--- config.mk ---
export PLATFORM = sky130hd
export DESIGN_NAME = mips_alu
export DESIGN_NICKNAME = d
export VERILOG_FILES = /design/src/rtl/mips_isa_pkg.sv /design/src/rtl/mips_shifter.sv /design/src/rtl/mips_alu.sv
export SDC_FILE = /design/constraint.sdc
export NUM_CORES = 1
export LEC_CHECK = 0
export CAP_MARGIN = 20
export CELL_PAD_IN_SITES_DETAIL_PLACEMENT = 0
export CELL_PAD_IN_SITES_GLOBAL_PLACEMENT = 1
export CORE_MARGIN = 3
export CORE_UTILIZATION = 40
export DETAILED_ROUTE_END_ITERATION = 10
export DONT_BUFFER_PORTS = 1
export PLACE_DENSITY_LB_ADDON = 0.1
export SLEW_MARGIN = 20
export SYNTH_ARGS = -nofsm -noshare
export SYNTH_HDL_FRONTEND = slang
export SYNTH_SLANG_ARGS = --single-unit
--- constraint.sdc ---
create_clock -name clk -period 3.42 [get_ports clk]
set_input_delay 0.342 -clock clk [delete_from_list [all_inputs] [get_ports clk]]
set_output_delay 0.342 -clock clk [all_outputs]
set_load 0.03 [all_outputs]
--- src/rtl/mips_isa_pkg.sv ---
// mips_isa_pkg: MIPS opcode/funct encodings and shifter kinds shared by the ALU and pipeline decode
package mips_isa_pkg;

    localparam logic [5:0] INST_R        = 6'h00;
    localparam logic [5:0] INST_J_J      = 6'h02;
    localparam logic [5:0] INST_I_BEQ    = 6'h04;
    localparam logic [5:0] INST_I_BNE    = 6'h05;
    localparam logic [5:0] INST_I_ADDI   = 6'h08;
    localparam logic [5:0] INST_I_ADDIU  = 6'h09;
    localparam logic [5:0] INST_I_SLTI   = 6'h0A;
    localparam logic [5:0] INST_I_SLTIU  = 6'h0B;
    localparam logic [5:0] INST_I_ANDI   = 6'h0C;
    localparam logic [5:0] INST_I_ORI    = 6'h0D;
    localparam logic [5:0] INST_I_XORI   = 6'h0E;
    localparam logic [5:0] INST_I_LUI    = 6'h0F;
    localparam logic [5:0] INST_SPECIAL2 = 6'h1C;
    localparam logic [5:0] INST_I_LW     = 6'h23;
    localparam logic [5:0] INST_I_SW     = 6'h2B;

    localparam logic [5:0] FUNCT_SLL  = 6'h00;
    localparam logic [5:0] FUNCT_SRL  = 6'h02;
    localparam logic [5:0] FUNCT_SRA  = 6'h03;
    localparam logic [5:0] FUNCT_SLLV = 6'h04;
    localparam logic [5:0] FUNCT_SRLV = 6'h06;
    localparam logic [5:0] FUNCT_SRAV = 6'h07;
    localparam logic [5:0] FUNCT_JR   = 6'h08;
    localparam logic [5:0] FUNCT_JALR = 6'h09;
    localparam logic [5:0] FUNCT_ADD  = 6'h20;
    localparam logic [5:0] FUNCT_ADDU = 6'h21;
    localparam logic [5:0] FUNCT_SUB  = 6'h22;
    localparam logic [5:0] FUNCT_SUBU = 6'h23;
    localparam logic [5:0] FUNCT_AND  = 6'h24;
    localparam logic [5:0] FUNCT_OR   = 6'h25;
    localparam logic [5:0] FUNCT_XOR  = 6'h26;
    localparam logic [5:0] FUNCT_NOR  = 6'h27;
    localparam logic [5:0] FUNCT_SLT  = 6'h2A;
    localparam logic [5:0] FUNCT_SLTU = 6'h2B;
    localparam logic [5:0] FUNCT_MUL  = 6'h02;

    typedef enum logic [1:0] {
        SHIFT_SLL = 2'd0,
        SHIFT_SRL = 2'd1,
        SHIFT_SRA = 2'd2
    } shift_kind_e;

endpackage

--- src/rtl/mips_shifter.sv ---
// mips_shifter: combinational 32-bit barrel shifter (logical left/right, arithmetic right)
module mips_shifter
    import mips_isa_pkg::*;
(
    input  logic [31:0]  i_data,
    input  logic [4:0]   i_amount,
    input  shift_kind_e  i_kind,
    output logic [31:0]  o_data
);

    // select shift direction; arithmetic right replicates the sign bit
    always_comb begin
        o_data = i_kind == SHIFT_SLL ? i_data << i_amount :
                 i_kind == SHIFT_SRA ? 32'($signed(i_data) >>> i_amount) :
                                       i_data >> i_amount;
    end

endmodule

--- src/rtl/mips_alu.sv ---
// mips_alu: registered 32-bit EX->MM ALU; define ALU_MUL_EN to add SPECIAL2 MUL (low 32 bits)
module mips_alu
    import mips_isa_pkg::*;
(
    input  logic        clk,
    input  logic        rst,
    input  logic [5:0]  opcode,
    input  logic [5:0]  funct,
    input  logic [4:0]  shamt_in,
    input  logic [31:0] rrs,
    input  logic [31:0] rrt_in,
    input  logic [15:0] imm,
    output logic [31:0] rslt
);

    logic [31:0] w_simm;
    logic [31:0] w_zimm;
    logic [4:0]  w_shamt;
    shift_kind_e w_kind;
    logic [31:0] w_shift;
    logic [31:0] w_result;
    logic [31:0] r_rslt;

    assign w_simm  = {{16{imm[15]}}, imm};
    assign w_zimm  = {16'h0000, imm};
    assign w_shamt = funct[2] ? rrs[4:0] : shamt_in;
    assign w_kind  = !funct[1] ? SHIFT_SLL : funct[0] ? SHIFT_SRA : SHIFT_SRL;

    mips_shifter u_shifter (
        .i_data   (rrt_in),
        .i_amount (w_shamt),
        .i_kind   (w_kind),
        .o_data   (w_shift)
    );

    // decode opcode/funct into the next result; anything unlisted yields zero
    always_comb begin
        w_result = '0;
        case (opcode)
            INST_R: begin
                case (funct)
                    FUNCT_ADD, FUNCT_ADDU: w_result = rrs + rrt_in;
                    FUNCT_SUB, FUNCT_SUBU: w_result = rrs - rrt_in;
                    FUNCT_AND:  w_result = rrs & rrt_in;
                    FUNCT_OR:   w_result = rrs | rrt_in;
                    FUNCT_XOR:  w_result = rrs ^ rrt_in;
                    FUNCT_NOR:  w_result = ~(rrs | rrt_in);
                    FUNCT_SLT:  w_result = $signed(rrs) < $signed(rrt_in) ? 32'd1 : 32'd0;
                    FUNCT_SLTU: w_result = rrs < rrt_in ? 32'd1 : 32'd0;
                    FUNCT_SLL, FUNCT_SRL, FUNCT_SRA,
                    FUNCT_SLLV, FUNCT_SRLV, FUNCT_SRAV: w_result = w_shift;
                    default:    w_result = '0;
                endcase
            end
            INST_I_ADDI, INST_I_ADDIU,
            INST_I_LW, INST_I_SW: w_result = rrs + w_simm;
            INST_I_SLTI:  w_result = $signed(rrs) < $signed(w_simm) ? 32'd1 : 32'd0;
            INST_I_SLTIU: w_result = rrs < w_simm ? 32'd1 : 32'd0;
            INST_I_ANDI:  w_result = rrs & w_zimm;
            INST_I_ORI:   w_result = rrs | w_zimm;
            INST_I_XORI:  w_result = rrs ^ w_zimm;
            INST_I_LUI:   w_result = {imm, 16'h0000};
`ifdef ALU_MUL_EN
            INST_SPECIAL2: w_result = funct == FUNCT_MUL ? rrs * rrt_in : '0;
`endif
            default:      w_result = '0;
        endcase
    end

    // single output register; active-low reset wins over the computed value
    always_ff @(posedge clk) begin
        r_rslt <= !rst ? '0 : w_result;
    end

    assign rslt = r_rslt;

endmodule

== After elaboration in Yosys (flattened, before gate mapping) ==
Index checks and enable logic that the tools add are counted.
Word-level totals
  output and inout bits: 32
  bits of input ports: 99
  word-level logic and storage cells: 62
  bits in registers: 32
Cells by class
  reductions and logical operators: 7
  equality and inequality tests: 26
  bitwise gates (word level): 7
  order comparisons: 4
  shift operators: 3
  muxes and demuxes: 11
  add/sub/neg operators: 3
Operator list (count)
  $pmux W32 S9: 1
  $pmux W32 S8: 1
  $lt A32 B32 Y1: 3
  $eq A6 B6 Y1 const B: 12
  $add A32 B32 Y32: 2
  $mux W32: 2
  $eq A6 B4 Y1 const B: 8
  $and A32 B16 Y32: 1
  $and A32 B32 Y32: 1
  $lt A32 B16 Y1: 1
  $not A32 Y32: 1
  $or A32 B16 Y32: 1
  $or A32 B32 Y32: 1
  $shl A32 B5 Y32: 1
  $shr A32 B5 Y32: 1
  $sshr A32 B5 Y32: 1
  $sub A32 B32 Y32: 1
  $xor A32 B16 Y32: 1
  $xor A32 B32 Y32: 1
  $eq A6 B3 Y1 const B: 3
  $eq A6 B2 Y1 const B: 2
  $logic_not A6 Y1: 2
  $reduce_or A6 Y1: 1
  $mux W5: 1
  other kinds (6): 11

== Logic depth before layout (Yosys ltp) ==
Gate-level depths: netlist (run 1).
  depth in word-level cells: 7
  gate-level depth with buffers: 14

== Cells and area by module ==
From an unflattened synthesis (run 1), not the netlist that was laid out.
Second synthesis, totals
  cell total of the unflattened synthesis: 1923
  area, all modules: 13845.8 um2
By module, submodules not included
  mips_alu: area each 9689.3 um2, cells an instance 1396, instances 1
  mips_shifter: area each 4156.5 um2, cells an instance 527, instances 1

== Worst setup path after synthesis (run 1) ==
OpenSTA, ideal clock, no wires.
  path kind: in2reg
  start point: input port rrs[0]
  end point: register r_rslt[20], in the netlist rslt[20]
  arrival time: 2934 ps
  stages on the path: 12
  library setup time: 134 ps
  slack: 352 ps
  required time: 3286 ps
  path through: ha_1 -> fa_1 -> a211oi_1 -> o21bai_1 -> a21oi_1 -> o41ai_2 -> a211o_1 -> a211o_1 -> a211oi_2 -> xor2_1 -> a222oi_1 -> o22ai_1
On the way
  longest elaborated chain between the ends: 6
Ends and longest elaborated chain
  start, declared: line mips_alu.sv:10  | input logic [31:0] rrs,
  branches (longest 5 deep; another with $sub A32 B32 Y32)
  $pmux W32 S8 (*): line mips_alu.sv:39  | case (opcode)
  end signal, assigned: line mips_alu.sv:72  | r_rslt <= !rst ? '0 : w_result;
  end, declared: line mips_alu.sv:22  | logic [31:0] r_rslt;
Mark *: on every way between the ends.
A chain may end at the register's enable or synchronous reset.

== Worst setup path in the final report (run 1) ==
  start point: input port rrs[1]
  end point: register r_rslt[31], in the netlist rslt[31]
The elaborated chain is that of the path after synthesis.

==> summary.txt, run 1 <==
Detailed routing
  • Vias: 15889
  • Initial drt markers: 1953
  • First-pass DRT Iterations: 6
  • WL/cell: about 28 um
  • Final wirelength: 69200 um
  • DR vias/cell: ~6.5
  • # DRC: 0
  • Final ANT Viol Nets: 0

STA
  • Final min period: 3320 ps
  • F_max: 301 MHz
  • Worst-margin pin slew: 1150 ps
  • Post-route clock period utilization: 97.1%
  • Final Setup Violations: 0
  • Hold Vio Cnt, Final: 0
  • Setup ws final: slightly below 100 ps
  • Slew margin rel.: 21.1%
  • Slew Viols, Final: 0

Power and ir drop
  • Psw: approximately 0.0017 W
  • Switching Fraction: 50.2%
  • VDD IR max: 0.176 mV
  • Leakage: 6.44 nW
  • Clock Power Share: 17.7%
  • Gate power share: 71.2%
  • Internal power: between 0.0015 and 0.002 W
  • Power Dens Cells: 230 nW/um^2
  • Sequential power share: 11.1%

Floorplanning
  • Starting density of the core: 41.1%
  • # IOs: 131
  • Row Count: 66
  • Die ar.: 36000 um^2
  • CORE AREA: ~33000 um^2
  • Die height: 190 um
  • Die width: 190 um

Worst setup path
  • Critical path arrival: 3490 ps
  • Family with the most delay on the worst path: compound AO/OA/AOI/OAI gates
  • Worst Path Required: between 3000 and 4000 ps
  • Largest stage delay, worst path: about 570 ps
  • Maximum fanout along the worst path: 11
  • WP buf/inv: 3
  • Levels on crit path: 14
  • Startpoint types: input pin
  • Critical path class: in -> reg
  • Cells along the critical path: inv_1, ha_1, nor2_1, o311ai_0, a21oi_2, o311ai_1, buf_4, nand2_1, buf_4, o2111ai_1, a2111oi_0, o22ai_1, xnor2_1, o221ai_1
  • CP max-delay cell: a2111oi_0
  • Most frequent CP cell: buf_4
  • Worst Setup EP: rslt[31]$_SDFF_PN0_
  • Crit path capture type: flop
  • Setup crit start: rrs[1]

Placed design
  • Port Buffers: 0
  • Dpl ws: -85.2 ps
  • Placer Congestion: 0.991
  • Dpl cell area: between 10000 and 15000 um^2
  • Post-DP HPWL: approximately 56000 um

Synth
  • Post-synthesis sequential area ratio: 4.74%
  • Most frequent cell after synthesis: nor2_1
  • Yosys top cell area share: 16.2%
  • Post-synth design cell area: 13500 um^2
  • Largest area contributor in the netlist: ha_1
  • Post-synth EDFFs: 0
  • Syn Area/Cell: 6.86 um^2
  • Syn nets: 2246
  • Yosys warning count: 0
  • Area contributors post-synth: ha_1, mux2i_1, a21oi_1, nor2_1, o21ai_0
  • Synth top cells by count: nor2_1, a21oi_1, ha_1
  • Post-Syn Instances: 1969
  • Top_reg_cell synth: dfxtp_1
  • Post-synthesis cell type count: 94
  • Yosys reg bits: 32
  • Async S/R FF share, synth: 0%

Cells and area
  • Share of layout cells above drive strength 1: 11.9%
  • NumNets Final: 2280
  • Max FFs per register: 32
  • Layout fillers: approximately 3600
  • Layout area overhead: 10.6%
  • End-of-flow core utilization: 45.4%
  • Diode count: 0
  • Post-route cell area: 14900 um^2

Global routing
  • First-pass GRT wire length: 99500 um
  • Number of global-route vias before repair: 14788
  • Initial antenna violation count: 0
  • Grt total ovfl: 0
  • Largest net degree at the start of global routing: between 100 and 150
  • GRT Util Overall: 36.7%

Flow run
  • Total of max-cap violations: 0

CTS
  • Root Buffer: clkbuf_16
  • Post-CTS setup buffers: 0
  • Clock transition at the registers of the reported paths: 60 ps
  • Clock sink count: 32
  • CTS tree: built
  • H-tree depth: 2
  • CTS Buffer Depth: 2
  • Cts bufs inserted: 5

Min path
  • Min-delay src: rrs[20]
  • Worst Hold Class: in -> reg

Status
  • Outcome: completed
==> layout make-up <==
type / count / area [um^2] / share of cell area, %
multi-input combinational: 1665 / 11800 / 78.7
timing repair buffer: 163 / 1290 / 8.62
sequential: 32 / 641 / 4.29
tap: 442 / 553 / 3.70
inverter: 136 / 510 / 3.42
clock buffer: 7 / 153 / 1.02
clock inverter: 1 / 30.0 / 0.201
==> cell families (layout without fill, tap and decap cells) <==
kind of cell	Yosys count	in the layout	share of synthesized area, %
compound gates	708	708	34.8
xor+xnor	79	79	5.12
fa+ha+maj	178	178	16.7
buf+inv	272	307	8.62
flops	32	32	4.74
mux	142	142	11.9
simple gates	558	558	18.2
==> routing by layer <==
metal  GRT usage (%)  part of all wire [%]  vias to the layer above
li1                -                     -                     7287
met1            48.7                    41                     7590
met2            59.3                    45                      866
met3            6.38                   8.7                      146
met4            14.5                   4.8                        0
met5               0                     0                        -
==> power groups by stage <==
stage	combinational, W	clock [W]	sequential [W]
6_report	0.00245	0.000607	0.000383
5_1_grt	0.00262	0.000622	0.000383
4_1_cts	0.00238	0.000614	0.000383
2_1_floorplan	0.00163	0	0.000390
3_3_place_gp	0.00237	0	0.000391
3_5_place_dp	0.00237	0	0.000391
==> timing repair <==
| item | CTS | global route |
|---|---|---|
| hold buffers | 0 | 0 |
| setup endpoints to repair | 0 | 1 |
| gates resized for setup | 0 | 1 |
==> worst min-delay path by stage <==
stage,endpoint,slack [ps],cells past startpoint
after floorplan,rslt[20]$_SDFF_PN0_,560,2
after global placement,rslt[20]$_SDFF_PN0_,560,2
after detailed placement,rslt[20]$_SDFF_PN0_,580,2
after CTS,rslt[20]$_SDFF_PN0_,270,2
after global routing,rslt[20]$_SDFF_PN0_,260,2
final,rslt[20]$_SDFF_PN0_,270,2
==> cell usage in the layout, fill, tap and decap left out, types with 24 or more instances in the layout <==
cell	netlist	layout
nand2_1	162	162
o21ai_0	130	130
nand3_1	33	33
o22ai_1	39	39
a21oi_1	201	200
nor3_1	57	56
xnor2_1	66	66
a31oi_1	26	26
ha_1	175	175
a21o_1	24	24
dfxtp_1	32	32
a211oi_1	38	38
inv_1	134	134
nor2_1	218	218
mux2i_1	110	108
a22oi_1	25	25
o211ai_1	35	35
buf_4	11	158
==> stage by stage <==
step,TNS [ps],instances,power [W],hold WS [ps]
finish,0,2446,0.00344,273
global route,-38.2,2446,0.00363,263
CTS,0,2446,0.00338,267
detailed placement,-115,2438,0.00276,583
global placement,-144,2438,0.00277,564
floorplan,0,1969,0.00202,558
No activity file was read; power rests on OpenSTA's default activity.
==> inputs of run 2 (changes only) <==
--- a/config.mk
+++ b/config.mk
@@ -5,6 +5,7 @@
 export SDC_FILE = /design/constraint.sdc
 export NUM_CORES = 1
 export LEC_CHECK = 0
+export ABC_AREA = 1
 export CAP_MARGIN = 20
 export CELL_PAD_IN_SITES_DETAIL_PLACEMENT = 0
 export CELL_PAD_IN_SITES_GLOBAL_PLACEMENT = 1
==> summary.txt, run 2 <==
STA
  • Fin Hold WS: 140 ps (-133 ps)
  • RSZ-0062 raised after global routing: false
  • Post-route clock period utilization: 89.9% (-7.3 points)
  • Setup tns final: 0 ps (unchanged)
  • Final Setup Violations: 0 (unchanged)
  • Worst-margin pin slew: 968 ps (-185 ps)
  • Slew Viols, Final: 0 (unchanged)
  • Final min period: 3070 ps (-249 ps)
  • F_max: 325 MHz (+8.1%)
  • Hold Vio Cnt, Final: 0 (unchanged)
  • Slew margin rel.: 35.4% (+14 points)

Floorplanning
  • Die ar.: 38500 um^2 (+7.1%)
  • CORE AREA: 35700 um^2 (+8.5%)
  • # IOs: 131 (unchanged)
  • Row Count: 69 (+4.5%)
  • Die height: 196 um (+3.5%)
  • Starting density of the core: 40.6% (-0.45 points)
  • Die width: 196 um (+3.5%)

CTS
  • # hold bufs at CTS: 0 (unchanged)
  • Resize count post-CTS: 0 (unchanged)
  • H-tree depth: 2 (unchanged)
  • CTS tree: built
  • Clock sink count: 32 (unchanged)
  • Cts bufs inserted: 5 (unchanged)
  • Root Buffer: clkbuf_16
  • Clock transition at the registers of the reported paths: 60 ps (about the same)
  • CTS Buffer Depth: 2 (unchanged)
  • Post-CTS setup buffers: 0 (unchanged)

Detailed routing
  • Final wirelength: 80900 um (+17%)
  • # DRC: 0 (unchanged)
  • WL/cell: 25.8 um (-8.6%)
  • Final ANT Viol Nets: 0 (unchanged)
  • Initial drt markers: 2466 (+26%)
  • First-pass DRT Iterations: 6 (unchanged)
  • DR vias/cell: 6.23 (-4.0%)
  • Vias: 19517 (+23%)

Cells and area
  • Layout fillers: 4171 (+17%)
  • Diode count: 0 (unchanged)
  • Layout area overhead: 4.62%
  • Most common cell after layout, fill and taps aside: nand2_1
  • Max FFs per register: 32 (unchanged)
  • Share of layout cells above drive strength 1: 4.53% (-7.3 points)
  • Commonest non-fill, non-tap cells in the layout: nand2_1, nand3_1, inv_1, a21oi_1, nor2_1
  • NumNets Final: 2946 (+29%)

Worst setup path
  • Critical path arrival: 3250 ps (-240 ps)
  • Setup crit start: rrs[0]
  • Worst Setup EP: rslt[22]$_SDFF_PN0_
  • Worst Path Required: 3590 ps (about the same)
  • Startpoint types: input pin
  • Crit path capture type: flop
  • Maximum fanout along the worst path: 5 (-6)
  • Critical path class: in -> reg

Synth
  • Top_reg_cell synth: dfxtp_1
  • Syn Area/Cell: 5.32 um^2 (-22%)
  • Post-synth EDFFs: 0 (unchanged)
  • Post-synthesis sequential area ratio: 4.42% (-0.32 points)
  • Most frequent cell after synthesis: nand2_1
  • Syn nets: 2998 (+33%)
  • Post-Syn Instances: 2721 (+38%)
  • Async S/R FF share, synth: 0% (unchanged)
  • Yosys reg bits: 32 (unchanged)
  • Yosys warning count: 0 (unchanged)
  • Area contributors post-synth: nand2_1, nand3_1, ha_1, a21oi_1, inv_1
  • Largest area contributor in the netlist: nand2_1
  • Post-synth design cell area: 14500 um^2 (+7.3%)
  • Post-synthesis cell type count: 61 (-35%)
  • Synth top cells by count: nand2_1, nand3_1, inv_1
  • Yosys top cell area share: 17.4% (+1.1 points)

Power and ir drop
  • Power Dens Cells: 221 nW/um^2 (-4.1%)
  • VDD IR max: 0.180 mV (+2.2%)
  • Leakage: 7.61 nW (+18%)

Global routing
  • Number of global-route vias before repair: 18126 (+23%)
  • Grt total ovfl: 0 (unchanged)
  • GRT Util Overall: 40.3% (+3.5 points)
  • Largest net degree at the start of global routing: 85 (-29%)
  • Initial antenna violation count: 1 (+1)
  • First-pass GRT wire length: 118000 um (+18%)

Placed design
  • Port Buffers: 0 (unchanged)
  • Placer Congestion: 1.12 (+13%)
  • Post-DP HPWL: 67100 um (+19%)

Min path
  • Worst Hold Class: in -> reg

Flow run
  • Total of max-cap violations: 0 (unchanged)

Status
  • Outcome: completed
run 2: cells by family after synthesis:
group	Yosys count	share of synthesized area, %
compound gates	547	21.4
flops	32	4.42
buf+inv	445	12.5
xor+xnor	3	0.181
simple gates	1516	46.0
fa+ha+maj	178	15.5
run 2: per-layer routing:
layer,GRT usage (%),routed length (um),vias up
met5,0,0,-
met4,21.8,5240,0
met3,8.54,8920,195
met2,62.3,34300,1222
met1,52.3,32500,9027
li1,-,-,9073
run 2: power breakdown:
part	switching, W	internal, W	leakage [nW]
logic	0.00175	0.000689	7.27
clock network	0.000208	0.000288	0.0766
registers	0.0000272	0.000383	0.259
total	0.00198	0.00136	7.61
run 2: cell type report:
type / count / area, um^2 / area share [%]
well taps: 461 / 577 / 3.81
multi-input cells: 2244 / 12100 / 79.6
inverters: 332 / 1250 / 8.22
clock buffers: 6 / 139 / 0.916
flip-flops and latches: 32 / 641 / 4.23
clock inverters: 2 / 10.0 / 0.0660
repair buffers: 54 / 480 / 3.17
run 2: metrics by stage:
stage | setup slack [ps] | power [W] | utilization (%) | cells | instance area (um^2)
floorplan | 1090 | 0.00202 | - | 2721 | 14500
global placement | 92.6 | 0.00277 | 42.1 | 3123 | 15000
detailed placement | 171 | 0.00276 | 42.1 | 3123 | 15000
CTS | 477 | 0.00327 | 42.5 | 3131 | 15200
global route | 280 | 0.00357 | 42.5 | 3131 | 15200
finish | 347 | 0.00334 | 42.5 | 3131 | 15200
run 2: worst max-delay path: stages:
cell and delay [ps]:
inv_2 140, ha_1 230, inv_1 90, fa_1 530, nand3_1 140, nand2_1 160
a21oi_1 390, inv_1 200, nand4_1 200, nand4_1 110, nand3_1 110, nand4_1 230
a21oi_1 310, nor2_1 70
run 2: worst min path at each step:
stage	startpoint	end	slack (ps)	cells past startpoint
after floorplan	rst	rslt[0]$_SDFF_PN0_	440	2
after global placement	rst	rslt[28]$_SDFF_PN0_	450	2
after detailed placement	rst	rslt[28]$_SDFF_PN0_	450	2
after CTS	rst	rslt[28]$_SDFF_PN0_	130	2
after global routing	rst	rslt[0]$_SDFF_PN0_	160	2
final	rst	rslt[28]$_SDFF_PN0_	140	2
